$ cat config.mk
export PLATFORM = sky130hd
export DESIGN_NAME = gcd_engine
export DESIGN_NICKNAME = d
export VERILOG_FILES = /design/src/rtl/gcd_engine.sv
export SDC_FILE = /design/constraint.sdc
export NUM_CORES = 1
export LEC_CHECK = 0
export ABC_CLOCK_PERIOD_IN_PS = 2900
export BUFFER_PORTS_ARGS = -buffer_cell sky130_fd_sc_hd__buf_2
export CAP_MARGIN = 10
export CORE_UTILIZATION = 55
export DETAILED_ROUTE_END_ITERATION = 6
export GPL_ROUTABILITY_DRIVEN = 0
export PLACE_DENSITY_LB_ADDON = 0.08
export SLEW_MARGIN = 15
export SYNTH_ARGS = -nofsm -noshare
export SYNTH_HDL_FRONTEND = slang
export SYNTH_SLANG_ARGS = --single-unit
$ cat constraint.sdc
create_clock -name clk -period 2.9 [get_ports clk]
set_input_delay 0 -clock clk [delete_from_list [all_inputs] [get_ports clk]]
set_output_delay 0 -clock clk [all_outputs]
set_load 0.02 [all_outputs]
$ cat src/rtl/gcd_engine.sv
// gcd_engine: subtractive GCD unit with start/ready handshake and done pulse.
// Optional saturating step counter is built when GCD_ENGINE_STEPS_EN is defined.
module gcd_engine #(
    parameter int WIDTH = 16
) (
    input  logic             clk,
    input  logic             rst,
    input  logic             start,
    input  logic [WIDTH-1:0] a_in,
    input  logic [WIDTH-1:0] b_in,
    output logic             ready,
    output logic             done,
    output logic [WIDTH-1:0] gcd_out,
    output logic [WIDTH-1:0] steps
);

    typedef enum logic [1:0] {
        IDLE = 2'd0,
        CALC = 2'd1,
        DONE = 2'd2
    } state_t;

    state_t           state;
    state_t           state_nx;
    logic [WIDTH-1:0] a_r;
    logic [WIDTH-1:0] b_r;
    logic [WIDTH-1:0] a_nx;
    logic [WIDTH-1:0] b_nx;
    logic [WIDTH-1:0] res_r;
    logic [WIDTH-1:0] res_nx;

    // State, operand and result registers.
    always_ff @(posedge clk) begin
        if (rst) begin
            state <= IDLE;
            a_r   <= '0;
            b_r   <= '0;
            res_r <= '0;
        end else begin
            state <= state_nx;
            a_r   <= a_nx;
            b_r   <= b_nx;
            res_r <= res_nx;
        end
    end

    // Next-state and datapath: one subtraction or termination per CALC cycle.
    always_comb begin
        state_nx = state;
        a_nx     = a_r;
        b_nx     = b_r;
        res_nx   = res_r;
        case (state)
            IDLE: begin
                if (start) begin
                    a_nx     = a_in;
                    b_nx     = b_in;
                    state_nx = CALC;
                end
            end
            CALC: begin
                if (a_r == '0) begin
                    res_nx   = b_r;
                    state_nx = DONE;
                end else if (b_r == '0) begin
                    res_nx   = a_r;
                    state_nx = DONE;
                end else if (a_r == b_r) begin
                    res_nx   = a_r;
                    state_nx = DONE;
                end else if (a_r > b_r) begin
                    a_nx = a_r - b_r;
                end else begin
                    b_nx = b_r - a_r;
                end
            end
            DONE: begin
                state_nx = IDLE;
            end
            default: begin
                state_nx = IDLE;
            end
        endcase
    end

    assign ready   = (state == IDLE);
    assign done    = (state == DONE);
    assign gcd_out = res_r;

`ifdef GCD_ENGINE_STEPS_EN
    logic             load;
    logic             inc;
    logic             fin;
    logic [WIDTH-1:0] cnt_r;
    logic [WIDTH-1:0] steps_r;

    assign load = ready && start;
    assign inc  = (state == CALC) && (a_r != '0) && (b_r != '0)
                  && (a_r != b_r);
    assign fin  = (state == CALC) && !inc;

    // Saturating subtraction counter; published when the result is written.
    always_ff @(posedge clk) begin
        if (rst) begin
            cnt_r   <= '0;
            steps_r <= '0;
        end else begin
            if (load) begin
                cnt_r <= '0;
            end else if (inc && (cnt_r != '1)) begin
                cnt_r <= cnt_r + WIDTH'(1);
            end
            if (fin) begin
                steps_r <= cnt_r;
            end
        end
    end

    assign steps = steps_r;
`else
    assign steps = '0;
`endif

endmodule

==> results of run 1 <==
==> power by group through the flow <==
stage                     sequential [W]  combinational, W  clock, W
after floorplan                  0.00106           0.00278         0
after global placement           0.00108           0.00368         0
after detailed placement         0.00109           0.00372         0
after CTS                        0.00107           0.00376  0.000522
after global routing             0.00111           0.00422  0.000551
final                            0.00109           0.00386  0.000511
==> area by class of cell <==
| type | instances | area, µm² | area share |
|---|---|---|---|
| multi-input combinational | 419 | 2790 | 0.578 |
| sequential | 50 | 1000 | 0.208 |
| timing repair buffer | 94 | 648 | 0.134 |
| inverter | 39 | 146 | 0.0304 |
| tap | 99 | 124 | 0.0257 |
| clock buffer | 6 | 82.6 | 0.0171 |
| clock inverter | 1 | 30.0 | 0.00623 |
==> final timing paths <==
| kind | startpoint | to | depth (start not counted) |
|---|---|---|---|
| worst max-delay path | a_r[0] | a_r[13] | 11 |
| worst min-delay path | b_in[2] | b_r[2] | 3 |
| worst max register to register | a_r[0] | a_r[13] | 11 |
| worst min register to register | a_r[0] | a_r[0] | 2 |
==> metrics by stage <==
stage / hold slack (ns) / worst slack, ns / utilization
after global routing: 0.0355 / 0.0109 / 0.661
after floorplan: 0.153 / 0.428 / -
after global placement: 0.260 / 0.0856 / 0.623
after CTS: 0.0180 / 0.0887 / 0.658
after detailed placement: 0.264 / -0.0432 / 0.623
final: 0.0205 / 0.139 / 0.661
==> cells by family after synthesis <==
logic type / after synthesis
AND/OR/NAND/NOR: 164
AO/OA/AOI/OAI: 190
flip-flops: 50
adder cells (fa/ha/maj): 33
multiplexers: 4
buffers and inverters: 92
XOR/XNOR: 12
other: 1
==> sequential cells by signal, indices dropped and copies added (netlist names) <==
register	flops
b_r	16
state	2
a_r	16
gcd_out	16
==> placed cells by master (no fill, tap or decap), types with 6 or more instances in the layout <==
cell type      instances
nand2b_1               6
inv_1                 39
xnor2_1                7
buf_4                 25
o21ai_0               21
nor4_1                 8
conb_1                16
o21ai_1                9
clkbuf_8               6
o21a_1                 7
ha_1                  31
a211oi_1              30
a21oi_1               58
nand4_1                7
nor2b_1                6
dfxtp_1               49
buf_2                 52
dlygate4sd3_1         14
a31oi_1               12
nor3_1                 7
nor2_1                57
nand2_1               37
==> per-layer routing <==
layer | GRT usage | up-vias
li1 | - | 2061
met1 | 0.419 | 1946
met2 | 0.468 | 194
met3 | 0.0517 | 30
met4 | 0.113 | 0
met5 | 0 | -
==> worst reg2reg max path: cells and delay by family, from the launching register on <==
kind                     cells  cell delay [ns]
AND/OR/NAND/NOR              3             0.54
buffers and inverters        2             0.23
flip-flops                   1             0.37
adder cells (fa/ha/maj)      2             0.60
AO/OA/AOI/OAI                4             0.90
==> what timing repair did <==
item / CTS / global route
endpoints found under the setup margin: 4 / 6
resized for setup: 1 / 3
hold endpoints to repair: 14 / 0
hold buffers: 14 / 0
pin swaps: 0 / 1
buffers inserted: 0 / 2
==> summary.md, run 1 <==
The tools report the number of top-level design ports as 69. Detailed routing placed a total of 5180 µm of wire on met2. The area share of the leading cell type in the synthesized netlist was 0.240; the post-placement cell area was 4550 µm².

After the first detailed-routing iteration, the DRC count stood at 294. Counting tap cells, the placed design contains a total of 685 instances. The starting utilization of the core area was 0.572. By area the synthesized netlist is led by dfxtp_1 (24%), ha_1 (9.3%), a21oi_1 (7.1%), a211oi_1 (5.4%), nor2_1 (5.1%). The run gives 0.00546 W as the post-route total power. The floorplan step defined a core boundary enclosing 7290 µm². The via density per instance was 5.98. The synthesized netlist occupies a cell area of 4170 µm².

In this run, CTS created clock tree buffers numbering 5. Headroom to the max-slew limit: 0.580. The XOR/XNOR share of the synthesized area is 0.0252, and the register-to-register setup slack is 0.14 ns. Share of post-route cells with drive strength above 1: 0.186.

For this run, the number of Yosys warnings is 0. The path class of the tightest hold or removal check is in -> reg. The area fraction in compound gates after synthesis was 0.315; the count of maximum capacitance violations was 0. The critical path goes through inv_1, ha_1, fa_1, nand2b_1, a211oi_2, o21ai_2, a211oi_4, nor2_4, buf_12, nor3_1, a211oi_1. The top routing layer in use was met4.

Portion of total power attributed to combinational logic: 0.707. The largest single stage delay on the critical path is 0.41 ns. The tools report the count of filler cells inserted in the layout as 692. The die covers 7930 µm².

The tools report the placed wire-length estimate after detailed placement as 8800 µm. The routed wirelength normalized by instance count works out to 16.7 µm. After global routing the overflow that remains totals 0.

The final-report setup violation count was 0. The classification of the worst setup path is reg -> reg. The tools report the number of pins exceeding their max-slew limit in the final report as 0. The analysis attributes to net switching a power of 0.00272 W.

The logs give 0.094 for the share of total power in the clock network and 41 for the largest net degree at the start of global routing. Counting both buffers and inverters, the worst setup path holds a total of 2. The final route contains 4,231 vias.

The run finished with clean final reports. Slowest cell on the critical path: a211oi_4. For the pin with the worst max-slew slack, the measured transition is 0.625 ns. Non-filler instance count after layout: 708. The clock net in this run drives a total of 50 sinks.

The number of instances in the synthesized netlist was 546. For the H-tree depth, the log shows 2. The sequential-to-total area share from yosys stat came out at 0.240. The run gives 11,800 µm as the post-detailed-routing wire length. The mux contribution to synthesized area is 0.00991, and the switching share of power is 0.498. Derived from the worst setup path, the maximum achievable clock frequency is 362 MHz. After detailed routing, the number of remaining DRC violations is 0. The data required time of the worst path was 3.08 ns; the fraction of the mapped netlist area in simple logic gates was 0.200. The adder and majority gate portion of the synthesized area is 0.103.

Yosys instantiated no cell more often than a21oi_1. Setup repair after global routing left no endpoint under its margin. The number of register bits inferred by synthesis works out to 50.

The final hold violation count was 0; the detailed route wirelength on metal3 was 857 µm. TritonCTS built the clock tree. The clock passes through at most 2 buffers. Yosys mapped a number of flops with a built-in enable equal to 0. The worst ir drop on vdd was 0.521 mV; the count of distinct cell types in the synthesized netlist was 68.

Along the worst path, the maximum fanout reaches 18. The worst setup path is launched from a flop. The number of antenna diodes in the final layout is 0.

For the sequential power share, the log shows 0.199. The wire length of the first global-routing pass came out at 18,200 µm. The tools report the number of global-route vias before repair as 3,617. At the worst endpoint, the arrival time is 2.94 ns. The die width was 89.1 µm; the signed area change from the synthesized netlist to the final layout was 15.7%. The finished layout cell area was 4820 µm².

The logs give 5 for the count of TritonRoute iterations in the first routing pass and 0 for the initial antenna violation count. The final critical-path share of the clock period was 0.952; the total power per unit cell area was 1130 nW/µm². STA classifies the critical path endpoint as a flop. In this design, the largest share of critical-path delay is due to compound AO/OA/AOI/OAI gates.

For the remaining antenna violation count, the log shows 0. The count of input and output buffers works out to 52. For this design the static power due to leakage is 2.02 nW. The die is 89.1 µm tall. For the final total negative setup slack, the log shows 0 ns. The library cell occupying the most area in the post-synthesis netlist was dfxtp_1. The initialized floorplan defines 31 standard-cell rows. Total routing resource utilization after global routing: 0.301. The tree is rooted in a clkbuf_8. For this run, the post-layout net count is 677. Clock latency on the worst-skew pair, taken at its later pin, is 0.30 ns. Between clock sinks in the finished design, the worst skew comes to 0.00719 ns. The combinational family with the most area after synthesis is compound AO/OA/AOI/OAI gates. Average instance area after synthesis: 7.63 µm². In the synthesized netlist the dominant register cell turns out to be dfxtp_1. The internal power was 0.00274 W. The post-route minimum period was 2.76 ns.

The met1 wire length was 5440 µm. In the synthesized netlist, the cells that appear most often are a21oi_1 (59), nor2_1 (57), dfxtp_1 (50). Share of synthesized registers carrying an async set or reset: 0. Clock-pin slew was measured on the worst setup and hold paths at 0.10 ns.
No activity file was read; power rests on OpenSTA's default activity.
==> inputs of run 2 (changes only) <==
--- a/config.mk
+++ b/config.mk
@@ -12,6 +12,7 @@
 export DETAILED_ROUTE_END_ITERATION = 6
 export GPL_ROUTABILITY_DRIVEN = 0
 export PLACE_DENSITY_LB_ADDON = 0.08
+export RECOVER_POWER = 25
 export SLEW_MARGIN = 15
 export SYNTH_ARGS = -nofsm -noshare
 export SYNTH_HDL_FRONTEND = slang
==> summary.md, run 2 (same netlist as run 1, synthesis figures left out) <==
The largest net degree at the start of global routing was 41; the die width was 89.1 µm. In this run the static leakage power is 1.95 nW. The slowest stage of the critical path is the a211oi_4 cell. For the number of buffers between clock root and the deepest sink, the log shows 2. The via density per instance was 5.95; the detailed router's first-iteration violation count was 294. From synthesis to final layout, the design area changed by 15.2%. The met1 layer usage reported by global route was 0.419.

The final-report setup violation count was 0; the core footprint was 7290 µm². The kind of cell with the highest combined delay on the critical path is compound AO/OA/AOI/OAI gates. The number of pins exceeding their max-slew limit in the final report was 0.

The worst setup path is captured at a flop. In this run the worst hold path is classified as in -> reg. The cell row count was 31; the worst hold margin was 0.0214 ns. The clock tree synthesis step divided the H-tree into 2 levels. In this run the count of I/O pins placed on the die edge is 69. The routed wirelength normalized by instance count is 16.7 µm. For the worst-skew pair, the clock arrives at the later sink with an insertion delay of 0.30 ns. The headroom to the max-slew limit is 0.574. The busiest metal layer after global routing is met2. The number of buffers added by the clock tree synthesis step was 5. The setup path with the least slack is of type reg -> reg.

The global routing usage on met3 came out at 0.0517. The final critical-path share of the clock period was 0.955; the worst hold path stage count was 3. The depth of the worst register-to-register path was 11; the total power per unit cell area was 1130 nW/µm². TritonCTS built the clock tree.

The run gives 0.00273 W as the internal power. At the worst endpoint, the required time is 3.08 ns. Leaving out fill and tap cells, the most frequent cell in the layout is a21oi_1. For the total placed cells including tap cells, the log shows 685.

The arrival time reported for the critical path endpoint is 2.95 ns. Starting utilization of the core area: 0.572. The total number of vias is 4,211, and the floorplan die height is 89.1 µm. The share of post-route cells with drive strength above 1 came out at 0.158. In this run the remaining antenna-violating nets after routing total 0.

The sequential power share was 0.199; the residual DRC count was 0. Of all nets on the critical path, the largest fanout is 18. The logs give 0.521 mV for the worst ir drop on vdd and 50 for the number of sinks handled by clock tree synthesis.

The post-route minimum period is 2.77 ns, and the post-detailed-routing wire length is 11,800 µm. The flow ran to the end, and the final reports show no timing, DRC or antenna violations. Once layout is complete, the cells apart from fillers number 708.

At the pin with the least slew margin, the transition time is 0.639 ns. The repair_antennas step left the layout with diodes totalling 0. Portion of total power attributed to combinational logic: 0.707.

The net count of the finished layout is 677. The tool flagged a number of max-cap violations equal to 0. Static timing analysis puts the maximum clock frequency at 361 MHz. Post-CTS clock slew at the launch and capture registers of the worst setup and hold paths: 0.10 ns. The stage delay of the slowest cell on the critical path works out to 0.41 ns.

The met2 demand-to-capacity share in global routing was 0.468. In the layout the commonest cells are a21oi_1 (58), nor2_1 (57), dfxtp_1 (49). The tools report the clock skew as 0.00889 ns. The tools report the final hold violation count as 0. The number of buffer and inverter stages on the critical path is 2.

Sort of element at the start of the critical path: a flop. During placement, the flow inserted port buffers numbering 52. Power comes to 0.00545 W.

CTS placed an instance of clkbuf_8 at the clock tree root. After filler insertion, the fill cell instance count of the layout stands at 704. The floorplan step defined a die boundary enclosing 7930 µm². The switching share of power is 0.498, and the switching power total is 0.00271 W. Traced cell by cell, the critical path runs through inv_1, ha_1, fa_1, nand2b_1, a211oi_2, o21ai_2, a211oi_4, nor2_4, buf_12, nor3_1, a211oi_1. The total routing resource utilization after global routing was 0.301. In this run the number of cells on the critical path is 11.

The pre-antenna-repair detailed-routing pass consisted of 5 iterations. Summed over all failing endpoints, the final setup total negative slack is 0 ns. The number of global-route vias before repair came out at 3,617. The wire-length estimate of the detail-placed layout is 8800 µm. The first global-routing pass estimated 18,200 µm of wire. Summed over all layers, the global routing overflow is 0.

The run gives 0.094 as the share of total power in the clock network. Setup repair after global routing left no endpoint under its margin. For the initial antenna violation count, the log shows 0.
-- run 2: worst min-delay path: stages --
cell and delay [ns]:
buf_2 0.09, a21oi_1 0.11, a211oi_1 0.07
-- run 2: layer usage --
metal	share of wire	up-vias	routed length, µm
met1	0.47	1949	5500
met2	0.44	177	5150
met5	0	-	0
met3	0.068	28	801
li1	-	2057	-
met4	0.029	0	346
-- run 2: what timing repair did --
item / in CTS / in global routing
hold buffers: 14 / 0
gates resized for setup: 1 / 3
pin swaps: 0 / 1
buffers inserted: 0 / 2
endpoints found under the setup margin: 4 / 6
hold endpoints to repair: 14 / 0
-- run 2: path summary, 6_finish.rpt --
path,startpoint,endpoint,slack (ns)
setup reg to reg,a_r[0],a_r[13],0.13
setup / recovery,a_r[0],a_r[13],0.13
hold reg to reg,a_r[0],a_r[0],0.49
hold / removal,b_in[2],b_r[2],0.02
-- run 2: cell type report --
cell class                      count  area [µm²]  share of cell area
Clock inverter                      1        30.0             0.00626
Tap cell                           99         124              0.0258
Clock buffer                        6        82.6              0.0172
Sequential cell                    50        1000               0.209
Inverter                           39         146              0.0305
Timing Repair Buffer               94         627               0.131
Multi-Input combinational cell    419        2790               0.581
-- run 2: per-stage QoR --
stage          cell area, µm²  setup slack [ns]   util
2_1_floorplan            4220             0.428      -
6_report                 4800             0.132  0.658
3_5_place_dp             4550           -0.0432  0.623
5_1_grt                  4800            0.0109  0.658
4_1_cts                  4800            0.0887  0.658
3_3_place_gp             4550            0.0856  0.623
-- run 2: power by group through the flow --
stage / Clock [W] / Sequential, W / Combinational, W
2_1_floorplan: 0 / 0.00106 / 0.00278
3_3_place_gp: 0 / 0.00108 / 0.00368
3_5_place_dp: 0 / 0.00109 / 0.00372
4_1_cts: 0.000522 / 0.00107 / 0.00376
5_1_grt: 0.000551 / 0.00111 / 0.00421
6_report: 0.000513 / 0.00108 / 0.00385
